==> config.mk <==
export PLATFORM = sky130hd
export DESIGN_NAME = tt_rr_arb_mux
export DESIGN_NICKNAME = d
export VERILOG_FILES = /design/src/rtl/tt_rr_arb_mux_pkg.sv /design/src/rtl/tt_rr_arb_mux_arbiter.sv /design/src/rtl/tt_rr_arb_mux.sv
export SDC_FILE = /design/constraint.sdc
export NUM_CORES = 1
export LEC_CHECK = 0
export BUFFER_PORTS_ARGS = -buffer_cell sky130_fd_sc_hd__buf_2
export CAP_MARGIN = 40
export CORE_MARGIN = 5
export CORE_UTILIZATION = 48
export DETAILED_ROUTE_END_ITERATION = 10
export PLACE_DENSITY = 0.83
export SLEW_MARGIN = 30
export SYNTH_ARGS = -nofsm -noshare
export SYNTH_HDL_FRONTEND = slang
export SYNTH_SLANG_ARGS = --single-unit
==> constraint.sdc <==
create_clock -name i_clk -period 4.9 [get_ports i_clk]
set_clock_uncertainty 0.05 [all_clocks]
set_input_delay 0.735 -clock i_clk [delete_from_list [all_inputs] [get_ports i_clk]]
set_output_delay 0.735 -clock i_clk [all_outputs]
set_load 0.02 [all_outputs]
==> src/rtl/tt_rr_arb_mux_pkg.sv <==
// Shared helpers for the round-robin arbiter mux: circular one-hot pick and one-hot decode.
package tt_rr_arb_mux_pkg;

    localparam int RR_MAX_W = 64;
    localparam int RR_IDX_W = 6;

    typedef logic [RR_MAX_W-1:0] rr_vec_t;

    function automatic int onehot_to_idx(rr_vec_t v);
        int idx;
        idx = 0;
        for (int i = 0; i < RR_MAX_W; i++) begin
            if (v[i]) idx = idx | i;
        end
        return idx;
    endfunction

    // First set bit of req among the low n bits, searching upward from the bit after ptr.
    function automatic rr_vec_t rr_pick(rr_vec_t req, rr_vec_t ptr, int n);
        rr_vec_t g;
        int      start;
        int      idx;
        logic    found;
        g     = '0;
        found = 1'b0;
        start = onehot_to_idx(ptr) + 1;
        if (start >= n) start = 0;
        for (int k = 0; k < RR_MAX_W; k++) begin
            idx = start + k;
            if (idx >= n) idx = idx - n;
            if (k < n && !found && req[idx[RR_IDX_W-1:0]]) begin
                g[idx[RR_IDX_W-1:0]] = 1'b1;
                found = 1'b1;
            end
        end
        return g;
    endfunction

endpackage

==> src/rtl/tt_rr_arb_mux_arbiter.sv <==
// Round-robin grant generator with a last-grant pointer; packet lock when TT_RR_ARB_MUX_LOCK_EN is defined.
module tt_rr_arbiter
    import tt_rr_arb_mux_pkg::*;
#(
    parameter int N = 4
) (
    input  logic         clk,
    input  logic         reset,
    input  logic [N-1:0] req,
    input  logic         xfer,
    input  logic [N-1:0] last,
    output logic [N-1:0] grant
);

    logic [N-1:0] ptr;
    rr_vec_t      pick;
    logic         unused_pick_hi;

    always_comb pick = rr_pick(RR_MAX_W'(req), RR_MAX_W'(ptr), N);
    assign unused_pick_hi = ^pick[RR_MAX_W-1:N];

`ifdef TT_RR_ARB_MUX_LOCK_EN
    logic         lock;
    logic [N-1:0] lock_sel;
    logic         grant_last;

    // While locked, the owner alone may be granted; a hole simply yields no grant.
    assign grant      = lock ? (lock_sel & req) : pick[N-1:0];
    assign grant_last = |(grant & last);

    always_ff @(posedge clk) begin
        if (reset) begin
            ptr      <= {1'b1, {(N-1){1'b0}}};
            lock     <= 1'b0;
            lock_sel <= '0;
        end else if (xfer) begin
            if (grant_last) begin
                ptr  <= grant;
                lock <= 1'b0;
            end else begin
                lock     <= 1'b1;
                lock_sel <= grant;
            end
        end
    end
`else
    logic unused_last;

    assign grant       = pick[N-1:0];
    assign unused_last = ^last;

    always_ff @(posedge clk) begin
        if (reset)     ptr <= {1'b1, {(N-1){1'b0}}};
        else if (xfer) ptr <= grant;
    end
`endif

endmodule

==> src/rtl/tt_rr_arb_mux.sv <==
// Valid/ready round-robin arbiter fused with a one-hot AND-OR mux and output register.
// Optional packet locking via TT_RR_ARB_MUX_LOCK_EN.
module tt_rr_arb_mux
    import tt_rr_arb_mux_pkg::*;
#(
    parameter int VALUE_WIDTH        = 32,
    parameter int MUX_WIDTH          = 4,
    parameter bit DISABLE_ASSERTIONS = 1'b0
) (
    input  logic                                  i_clk,
    input  logic                                  i_reset,
    input  logic [MUX_WIDTH-1:0]                  i_valid,
    input  logic [MUX_WIDTH-1:0][VALUE_WIDTH-1:0] i_inputs,
    input  logic [MUX_WIDTH-1:0]                  i_last,
    output logic [MUX_WIDTH-1:0]                  o_ready,
    output logic                                  o_valid,
    output logic [VALUE_WIDTH-1:0]                o_output,
    output logic [MUX_WIDTH-1:0]                  o_select,
    input  logic                                  i_ready
);

    logic [MUX_WIDTH-1:0]                  grant;
    logic                                  can_load;
    logic                                  xfer;
    logic [MUX_WIDTH-1:0][VALUE_WIDTH-1:0] masked;
    logic [VALUE_WIDTH-1:0]                mux_data;

    tt_rr_arbiter #(.N(MUX_WIDTH)) u_arb (
        .clk   (i_clk),
        .reset (i_reset),
        .req   (i_valid),
        .xfer  (xfer),
        .last  (i_last),
        .grant (grant)
    );

    // Reset gates ready so nothing is accepted while the register is being cleared.
    assign can_load = !o_valid || i_ready;
    assign o_ready  = grant & {MUX_WIDTH{can_load && !i_reset}};
    assign xfer     = |(i_valid & o_ready);

    for (genvar g = 0; g < MUX_WIDTH; g++) begin : g_lane
        assign masked[g] = i_inputs[g] & {VALUE_WIDTH{grant[g]}};
    end

    always_comb begin
        mux_data = '0;
        for (int i = 0; i < MUX_WIDTH; i++) mux_data = mux_data | masked[i];
    end

    always_ff @(posedge i_clk) begin
        if (i_reset) begin
            o_valid  <= 1'b0;
            o_output <= '0;
            o_select <= '0;
        end else if (xfer) begin
            o_valid  <= 1'b1;
            o_output <= mux_data;
            o_select <= grant;
        end else if (i_ready) begin
            o_valid  <= 1'b0;
            o_select <= '0;
        end
    end

    if (!DISABLE_ASSERTIONS) begin : g_chk
        a_grant_onehot : assert property (@(posedge i_clk) disable iff (i_reset)
            $onehot0(grant));
        a_stall_stable : assert property (@(posedge i_clk) disable iff (i_reset)
            (o_valid && !i_ready) |=> ($stable(o_output) && $stable(o_select)));
    end

endmodule

### Word level (Yosys, flattened, before mapping)

Cells that the tools add are included.

* muxes and demuxes: 35
* magnitude comparators: 13
* reductions and logical operators: 16
* bitwise gates (word level): 12
* add/sub/neg operators: 8

Operators with widths (count)
* 32-bit by 4-bit greater-or-equal comparator with 1-bit output, second input constant: 5
* 32-bit AND: 4
* 32-bit bitwise OR: 3
* 32-bit by 2-bit adder with 32-bit output, second input constant: 2
* 32-bit by 3-bit adder with 32-bit output, second input constant: 2
* 32-bit two-way mux: 1
* 6-bit by 7-bit < comparator with 1-bit output, second input constant: 4
* 1-bit binary-select mux with 6-bit select: 4
* 1-bit demux with 6-bit select: 4
* 6-bit by 1-bit greater-or-equal comparator with 1-bit output, second input constant: 4
* 4-bit two-way mux: 6
* 6-bit two-way mux: 4
* 6-bit by 4-bit subtractor with 6-bit output, second input constant: 4
* 1-bit two-way mux: 14
* 4-bit bitwise OR: 3
* 4-bit AND: 2
* 1-bit logical AND: 8
* 1-bit zero test: 5
* 2-bit two-way mux: 2
* 4-bit OR reduction: 1
* 2-bit nonzero test: 1
* 1-bit logical OR: 1

* register bits: 41
* word-level logic and storage cells: 88

### Depth between registers and ports, before layout

Gate-level depths: netlist (run 1).

* depth in word-level cells: 24
* mapped depth: 11
* depth with buffers taken out: 10

### Hierarchy

From an unflattened synthesis (run 1), not the netlist that was laid out.

* cell total of the unflattened synthesis: 279
* area total of the unflattened synthesis: 2647.5 um^2

Modules (own cells, without submodules)
* tt_rr_arb_mux: cells an instance 207, seq. area each 740.7 um^2, area an instance 2008.2 um^2, times used 1
* tt_rr_arbiter: cells an instance 72, seq. area each 60.1 um^2, area an instance 639.4 um^2, times used 1

### Worst setup path before layout (run 1)

Ideal clock, no wire load.

* path kind: register to output
* start: reg u_arb.ptr[3]
* end: out o_ready[3]
* slack: 1.389 ns
* stages on the path, launching flop included: 11
* required time: 4.115 ns
* arrival: 2.726 ns
* cell sequence: dfxtp_1 > nor2_1 > inv_1 > ha_1 > nand4bb_1 > o22a_1 > a31oi_1 > a222oi_1 > clkbuf_1 > and2_1 > nor2_1

* cells in the longest elaborated chain, start to end: 19
* elaborated cells on any way between the ends: 64
* classes of those cells: add/sub (8); order compare (13); mux (29); bitwise (4); reduce/logical (10)

Ends and longest elaborated chain
* start, declared: RTL line tt_rr_arb_mux_arbiter.sv:15 `logic [N-1:0] ptr;`
* start signal, assigned: RTL line tt_rr_arb_mux_arbiter.sv:53 `if (reset) ptr <= {1'b1, {(N-1){1'b0}}};`
* start signal, assigned: RTL line tt_rr_arb_mux_arbiter.sv:54 `else if (xfer) ptr <= grant;`
* 2-bit two-way mux (*): RTL line tt_rr_arb_mux_pkg.sv:13 `if (v[i]) idx = idx | i;`
* 32-bit by 2-bit adder with 32-bit output (*): RTL line tt_rr_arb_mux_pkg.sv:26 `start = onehot_to_idx(ptr) + 1;`
* 32-bit by 4-bit greater-or-equal comparator with 1-bit output: RTL line tt_rr_arb_mux_pkg.sv:27 `if (start >= n) start = 0;`
* 32-bit two-way mux (*): RTL line tt_rr_arb_mux_pkg.sv:27
* parallel branches: the longest is 13 deep, another holds 32-bit by 2-bit adder with 32-bit output
* 4-bit two-way mux (*): RTL line tt_rr_arb_mux_pkg.sv:31 `if (k < n && !found && req[idx[RR_IDX_W-1:0]]) begin`
* 4-bit AND (*): RTL line tt_rr_arb_mux.sv:39 `assign o_ready = grant & {MUX_WIDTH{can_load && !i_reset}};`
* end, declared: RTL line tt_rr_arb_mux.sv:15 `output logic [MUX_WIDTH-1:0] o_ready,`

Mark *: on every way between the ends. The select of a mux whose other input is x is not followed.

### Final worst setup path (run 1)

Same ends and word-level chain as after synthesis.

==> results of run 1 <==
==> power breakdown <==
part	switching (mW)	internal (mW)	leakage, nW
logic	1.05	0.690	1.69
registers	0.0627	0.425	0.328
clock network	0.115	0.115	0.0455
==> routing by layer <==
metal  track usage (%)  part of all wire (%)  wire [µm]  vias up
met3              5.79                   7.8        860       23
li1                  -                     -          -     1676
met4              6.72                   2.1        233        2
met2              44.5                    50       5490      164
met5                 0                  0.12         13        -
met1              31.8                    40       4450     1683
==> cell usage in the layout (no fill, tap or decap), types with 8 or more instances in the layout <==
| cell | n |
|---|---|
| buf_4 | 13 |
| a21boi_1 | 13 |
| a21boi_0 | 87 |
| buf_2 | 175 |
| nand2b_1 | 40 |
| a2111oi_0 | 32 |
| mux2i_1 | 37 |
| ha_1 | 8 |
| dfxtp_1 | 40 |
==> per-stage QoR <==
stage	instances	worst slack [ns]	area, µm²	utilization (%)
after detailed placement	590	0.931	4110	64.4
after floorplan	355	1.39	3160	-
after CTS	598	0.771	4200	65.8
after global routing	598	0.495	4200	65.8
final	598	0.746	4200	65.8
after global placement	590	0.997	4110	64.4
==> layout make-up <==
class	count	share of cell area [%]
Clock buffer	8	2.14
Inverter	6	0.536
Timing Repair Buffer	188	23.2
Sequential cell	40	19.1
Tap cell	77	2.29
Multi-Input combinational cell	279	52.8
==> critical path: stages (launching register included) <==
cell	delay (ns)
dfxtp_1	0.38
nor2_1	0.40
inv_1	0.18
ha_1	0.43
nand4bb_1	0.18
o22a_1	0.15
a31oi_1	0.20
a222oi_1	0.66
and2_1	0.29
nor2_1	0.05
buf_2	0.16
==> Yosys cell counts, types with 2 or more instances <==
master,count,area share (%)
nor2b_1,2,0.40
and2_1,4,0.79
nor2_1,6,0.71
ha_1,8,3.2
clkbuf_1,26,3.1
or3b_2,2,0.55
a31oi_1,2,0.40
mux2_1,3,1.1
mux2i_1,37,12
o21ai_0,2,0.32
a21boi_0,87,21
a21oi_1,6,0.95
nor3b_1,2,0.47
buf_4,3,0.71
nor3_1,4,0.63
nand3b_1,2,0.47
a21boi_1,13,3.1
mux4_2,2,1.4
a222oi_1,2,0.63
a2111oi_0,32,8.9
dfxtp_1,40,25
inv_1,6,0.71
nand2_1,5,0.59
nand4_1,4,0.79
nand2b_1,40,7.9
==> registers in the layout, indices dropped and copies added (netlist names) <==
| register | flops |
|---|---|
| o_output | 32 |
| u_arb.ptr | 3 |
| o_select | 4 |
| o_valid | 1 |
==> cell families after synthesis <==
logic type / count (synthesis) / synth area share (%)
buffers and inverters: 36 / 4.87
AOI/OAI and AO/OA: 152 / 37.6
and+or+nand+nor: 76 / 14.4
muxes: 43 / 14.6
adders and majority gates: 8 / 3.17
DFF: 40 / 25.3
==> path summary, 6_finish.rpt <==
| kind | end | depth (start not counted) | startpoint | slack, ns |
|---|---|---|---|---|
| max reg2reg | u_arb.ptr[1]$_SDFFE_PP0P_ | 11 | u_arb.ptr[3]$_SDFFE_PP1P_ | 0.87 |
| max | o_ready[3] | 10 | u_arb.ptr[3]$_SDFFE_PP1P_ | 0.75 |
| min reg2reg | o_output[7]$_SDFFE_PP0P_ | 2 | o_output[7]$_SDFFE_PP0P_ | 0.43 |
| min | o_output[7]$_SDFFE_PP0P_ | 2 | o_output[7]$_SDFFE_PP0P_ | 0.43 |
==> results.ini, run 1 <==
[finish]
antenna_cells = 0
nNetsFinal = 667
final-seq-area_um2 = 801
fill_cells = 566
multiInputGateArea_mm2 = 0.00222
syn_to_final_growth_pct = 32.9
drive_above_1_share_pct = 38.8

[timing]
slew_viol_final = 0
period_share_pct = 84.8
hold_violations = 0
slew_headroom_pct = 59.6
fin_crit_ns = 4.15
tns_ns = 0
max_freq_mhz = 241
grt_setup_unrepaired = no
holdWs_ns = 0.427
finalSetupViolations = 0
worstMarginPinSlew_ns = 0.590

[clocking]
cts_buffers = 5
ctsResizeCount = 0
postCtsSetupBuffers = 0
clk_latency_ns = 0.29
cts_sinks = 40
cts_tree = built
cts_hold_buffers = 0
htree_num_levels = 2
cts_root_buffer = clkbuf_8
ctsLongestPathBuffers = 2
cts.clk_slew.worst_paths_ns = 0.08

[logic_synthesis]
avgSynthCellArea_um2 = 8.91
ys.flop_type = dfxtp_1
synthArstFlopShare_pct = 0
syn_nets = 502
synth_cell_types = 40
synth-edff-count = 0
yosysWarningCount = 0
ys_ff_latch = 40
yosysSeqAreaShare_pct = 25.3
netlist_area_mm2 = 0.00316
syn_inst = 355

[grt]
grt_pass1_vias = 3532
antenna_found_initial = 1
grt_max_degree = 42
grt_use_total_pct = 25.6
grt_pass1_wl_um = 17600
overflow = 0

[routing]
ant_nets = 0
routedWlPerCell_um = 18.5
dr_total_vias = 3548
route.detailed.drc = 0
dr.pass1.iters = 5
drt-total-wl_um = 11100
dr.first_iter.drc_count = 221
routed_via_density = 5.93

[power_and_ir_drop]
leakage_nw = 2.06
powerDensity_mw_per_mm2 = 584
peakVddDrop_v = 0.000400
p_total_mw = 2.46

[hold_path]
hp-class = reg -> reg

[die]
rows = 29
num_io_pins = 180
fp.dieArea_mm2 = 0.00831
die_h_um = 91.2
dieWidth_um = 91.2
coreArea_mm2 = 0.00639
initial_core_util_pct = 49.5

[placed_design]
hpwl_um = 8380
place_congestion = 0.923
portBuffers = 175

[run]
maxCapViolations = 0

[critical_path]
critPathLaunchType = register
critPathRequiredTime_ns = 4.12
cp_data_arrival_time_ns = 3.37
critPathKind = reg -> out
end_kind = output pin
cp_max_fo = 7

[outcome]
status = finished, final reports clean

(Power assumes the default switching activity.)
==> run 2: changes to the inputs <==
--- a/config.mk
+++ b/config.mk
@@ -8,9 +8,9 @@
 export BUFFER_PORTS_ARGS = -buffer_cell sky130_fd_sc_hd__buf_2
 export CAP_MARGIN = 40
 export CORE_MARGIN = 5
-export CORE_UTILIZATION = 48
+export CORE_UTILIZATION = 45
 export DETAILED_ROUTE_END_ITERATION = 10
-export PLACE_DENSITY = 0.83
+export PLACE_DENSITY = 0.79
 export SLEW_MARGIN = 30
 export SYNTH_ARGS = -nofsm -noshare
 export SYNTH_HDL_FRONTEND = slang
==> constraint.sdc (replaced) <==
create_clock -name i_clk -period 4 [get_ports i_clk]
set_clock_uncertainty 0.05 [all_clocks]
set_input_delay 0.6 -clock i_clk [delete_from_list [all_inputs] [get_ports i_clk]]
set_output_delay 0.6 -clock i_clk [all_outputs]
set_load 0.02 [all_outputs]
==> run 2 against run 1 <==
Effect of this change: via count up 0.59%; non-clock buffer count up 4; cell area up 2.0%; die area up 5.9%; critical endpoint unchanged; highest routed layer is now met4; final cell count up 3.8%; utilization down 3.0 points; hold slack better by 0.0012 ns; register-to-register slack worse by 0.44 ns; combinational power up 27%; global-route usage down 0.55 points; wire length up 2.6%; count of clock-buffer cells in the layout unchanged.
==> results.ini, run 2 (synthesized netlist as in run 1, its figures left out) <==
[outcome]
status = finished, final reports clean

[finish]
final_cell_mix = buf_2 (175), a21boi_0 (87), nand2b_1 (40), dfxtp_1 (40), mux2i_1 (37)
drive_above_1_share_pct = 39.6  ; +0.85 points
syn_to_final_growth_pct = 35.6
nNetsFinal = 671  ; +0.60%
postLayoutCellArea_mm2 = 0.00429  ; +2.0%
reg_top3 = o_output (32), o_select (4), u_arb.ptr (3)
fin_cells = 621  ; +3.8%
final_common_cell = buf_2
largest_reg_flops = 32  ; unchanged
largest_register = o_output
antenna_cells = 0  ; unchanged

[routing]
routedWlPerCell_um = 18.3  ; -1.2%
met2WireLength_um = 5600  ; +1.9%
routed_via_density = 5.75  ; -3.1%
top_layer = met4
dr.pass1.iters = 5  ; unchanged
dr.first_iter.drc_count = 191  ; -14%
dr_total_vias = 3569  ; +0.59%
route.detailed.drc = 0  ; unchanged
drt-total-wl_um = 11300  ; +2.6%
ant_nets = 0  ; unchanged
wl_met1_um = 4680  ; +5.3%
met3WireLength_um = 803  ; -6.6%

[die]
rows = 30  ; +3.4%
dieWidth_um = 93.8  ; +2.9%
die_h_um = 93.8  ; +2.9%
coreArea_mm2 = 0.00683  ; +7.0%
fp.dieArea_mm2 = 0.00880  ; +5.9%
num_io_pins = 180  ; unchanged
initial_core_util_pct = 46.3  ; -3.2 points

[critical_path]
setup.worst_path.start = u_arb.ptr[3]$_SDFFE_PP1P_
end_kind = output pin
critPathLaunchType = register
cp_max_fo = 7  ; unchanged
critPathKind = reg -> out
cp_data_arrival_time_ns = 3.06  ; -0.31 ns
crit_path_end = o_ready[3]
crit_slowest_cell = dfxtp_1
reg2reg_from = u_arb.ptr[3]$_SDFFE_PP1P_
reg2reg_depth = 11  ; unchanged
reg2reg_to = o_select[1]$_SDFFE_PP0P_
critical_path.cell_chain = nor2_4, inv_1, ha_1, nand4bb_1, o22a_1, a31oi_2, a222oi_1, buf_4, and2_1, nor2_1, buf_2
r2r_slack_ns = 0.43  ; -0.44 ns
critPathRequiredTime_ns = 3.35  ; -0.77 ns
critPathMaxStageDelay_ns = 0.41  ; -0.25 ns

[clocking]
cts_root_buffer = clkbuf_8
cts_buffers = 5  ; unchanged
cts_tree = built
clk_latency_ns = 0.28  ; about the same
cts.clk_slew.worst_paths_ns = 0.08  ; about the same
ctsLongestPathBuffers = 2  ; unchanged
htree_num_levels = 2  ; unchanged
cts_sinks = 40  ; unchanged

[timing]
period_share_pct = 92.8
fin_crit_ns = 3.71
slew_headroom_pct = 60.2  ; +0.58 points
finalSetupViolations = 0  ; unchanged
worst_slack_ns = 0.290  ; -0.457 ns
tns_ns = 0  ; unchanged
max_freq_mhz = 270
worstMarginPinSlew_ns = 0.597  ; +0.00650 ns
hold_violations = 0  ; unchanged
slew_viol_final = 0  ; unchanged
grt_setup_unrepaired = no

[power_and_ir_drop]
leakage_nw = 2.09  ; +1.2%
powerDensity_mw_per_mm2 = 721  ; +23%
peakVddDrop_v = 0.000327  ; -18%

[hold_path]
holdPathStages = 2  ; unchanged
min_from = o_output[26]$_SDFFE_PP0P_
hp-class = reg -> reg

[grt]
grt_max_degree = 42  ; unchanged
grt_use_total_pct = 25.1  ; -0.55 points
grt_pass1_wl_um = 17800  ; +1.5%
overflow = 0  ; unchanged
grt_pass1_vias = 3602  ; +2.0%
antenna_found_initial = 0  ; -1

[placed_design]
place_congestion = 0.914  ; -1.0%
hpwl_um = 8610  ; +2.8%
placed_cell_area_mm2 = 0.00417  ; +1.4%
dp_slack_ns = 0.174  ; -0.757 ns
portBuffers = 175  ; unchanged
dp_cells = 612  ; +3.7%

[run]
maxCapViolations = 0  ; unchanged

-- run 2: through the flow --
stage	utilization, %	total power [mW]	hold WS (ns)
6_report	62.7	3.09	0.428
5_1_grt	62.7	3.33	0.456
4_1_cts	62.4	3.05	0.429
3_5_place_dp	61.0	2.78	0.416
3_3_place_gp	61.0	2.69	0.409
2_1_floorplan	-	2.10	0.465
-- run 2: worst max-delay path, delay by kind of cell (launching register included) --
family | cells | cell delay, ns
simple gates | 4 | 0.76
compound gates | 3 | 0.75
buf+inv | 3 | 0.48
flops | 1 | 0.41
fa+ha+maj | 1 | 0.37
-- run 2: how the worst min path moves through the flow --
stage,endpoint
floorplan,u_arb.ptr[2]$_SDFFE_PP0P_
finish,o_output[26]$_SDFFE_PP0P_
CTS,o_output[7]$_SDFFE_PP0P_
detailed placement,o_output[13]$_SDFFE_PP0P_
global route,o_output[22]$_SDFFE_PP0P_
global placement,o_output[17]$_SDFFE_PP0P_
-- run 2: timing repair --
item,in CTS,in global routing
endpoints found under the setup margin,0,38
setup buffers,0,1
resized for setup,0,4
hold buffers,0,0
-- run 2: layout make-up --
type	count	area [µm²]
fillers	618	2540
clock buffers	8	90.1
repair buffers	192	1020
inverters	6	22.5
well taps	96	120
flip-flops and latches	40	801
multi-input cells	279	2240
-- run 2: layer usage --
layer,global-route usage [%],vias up
li1,-,1688
met1,31.8,1684
met2,42.8,175
met3,4.97,22
met4,7.10,0
met5,0,-
-- run 2: power breakdown --
part           internal [mW]  total, mW  switching [mW]
clock                  0.141      0.275           0.134
combinational          0.901       2.21            1.31
sequential             0.520      0.605          0.0846
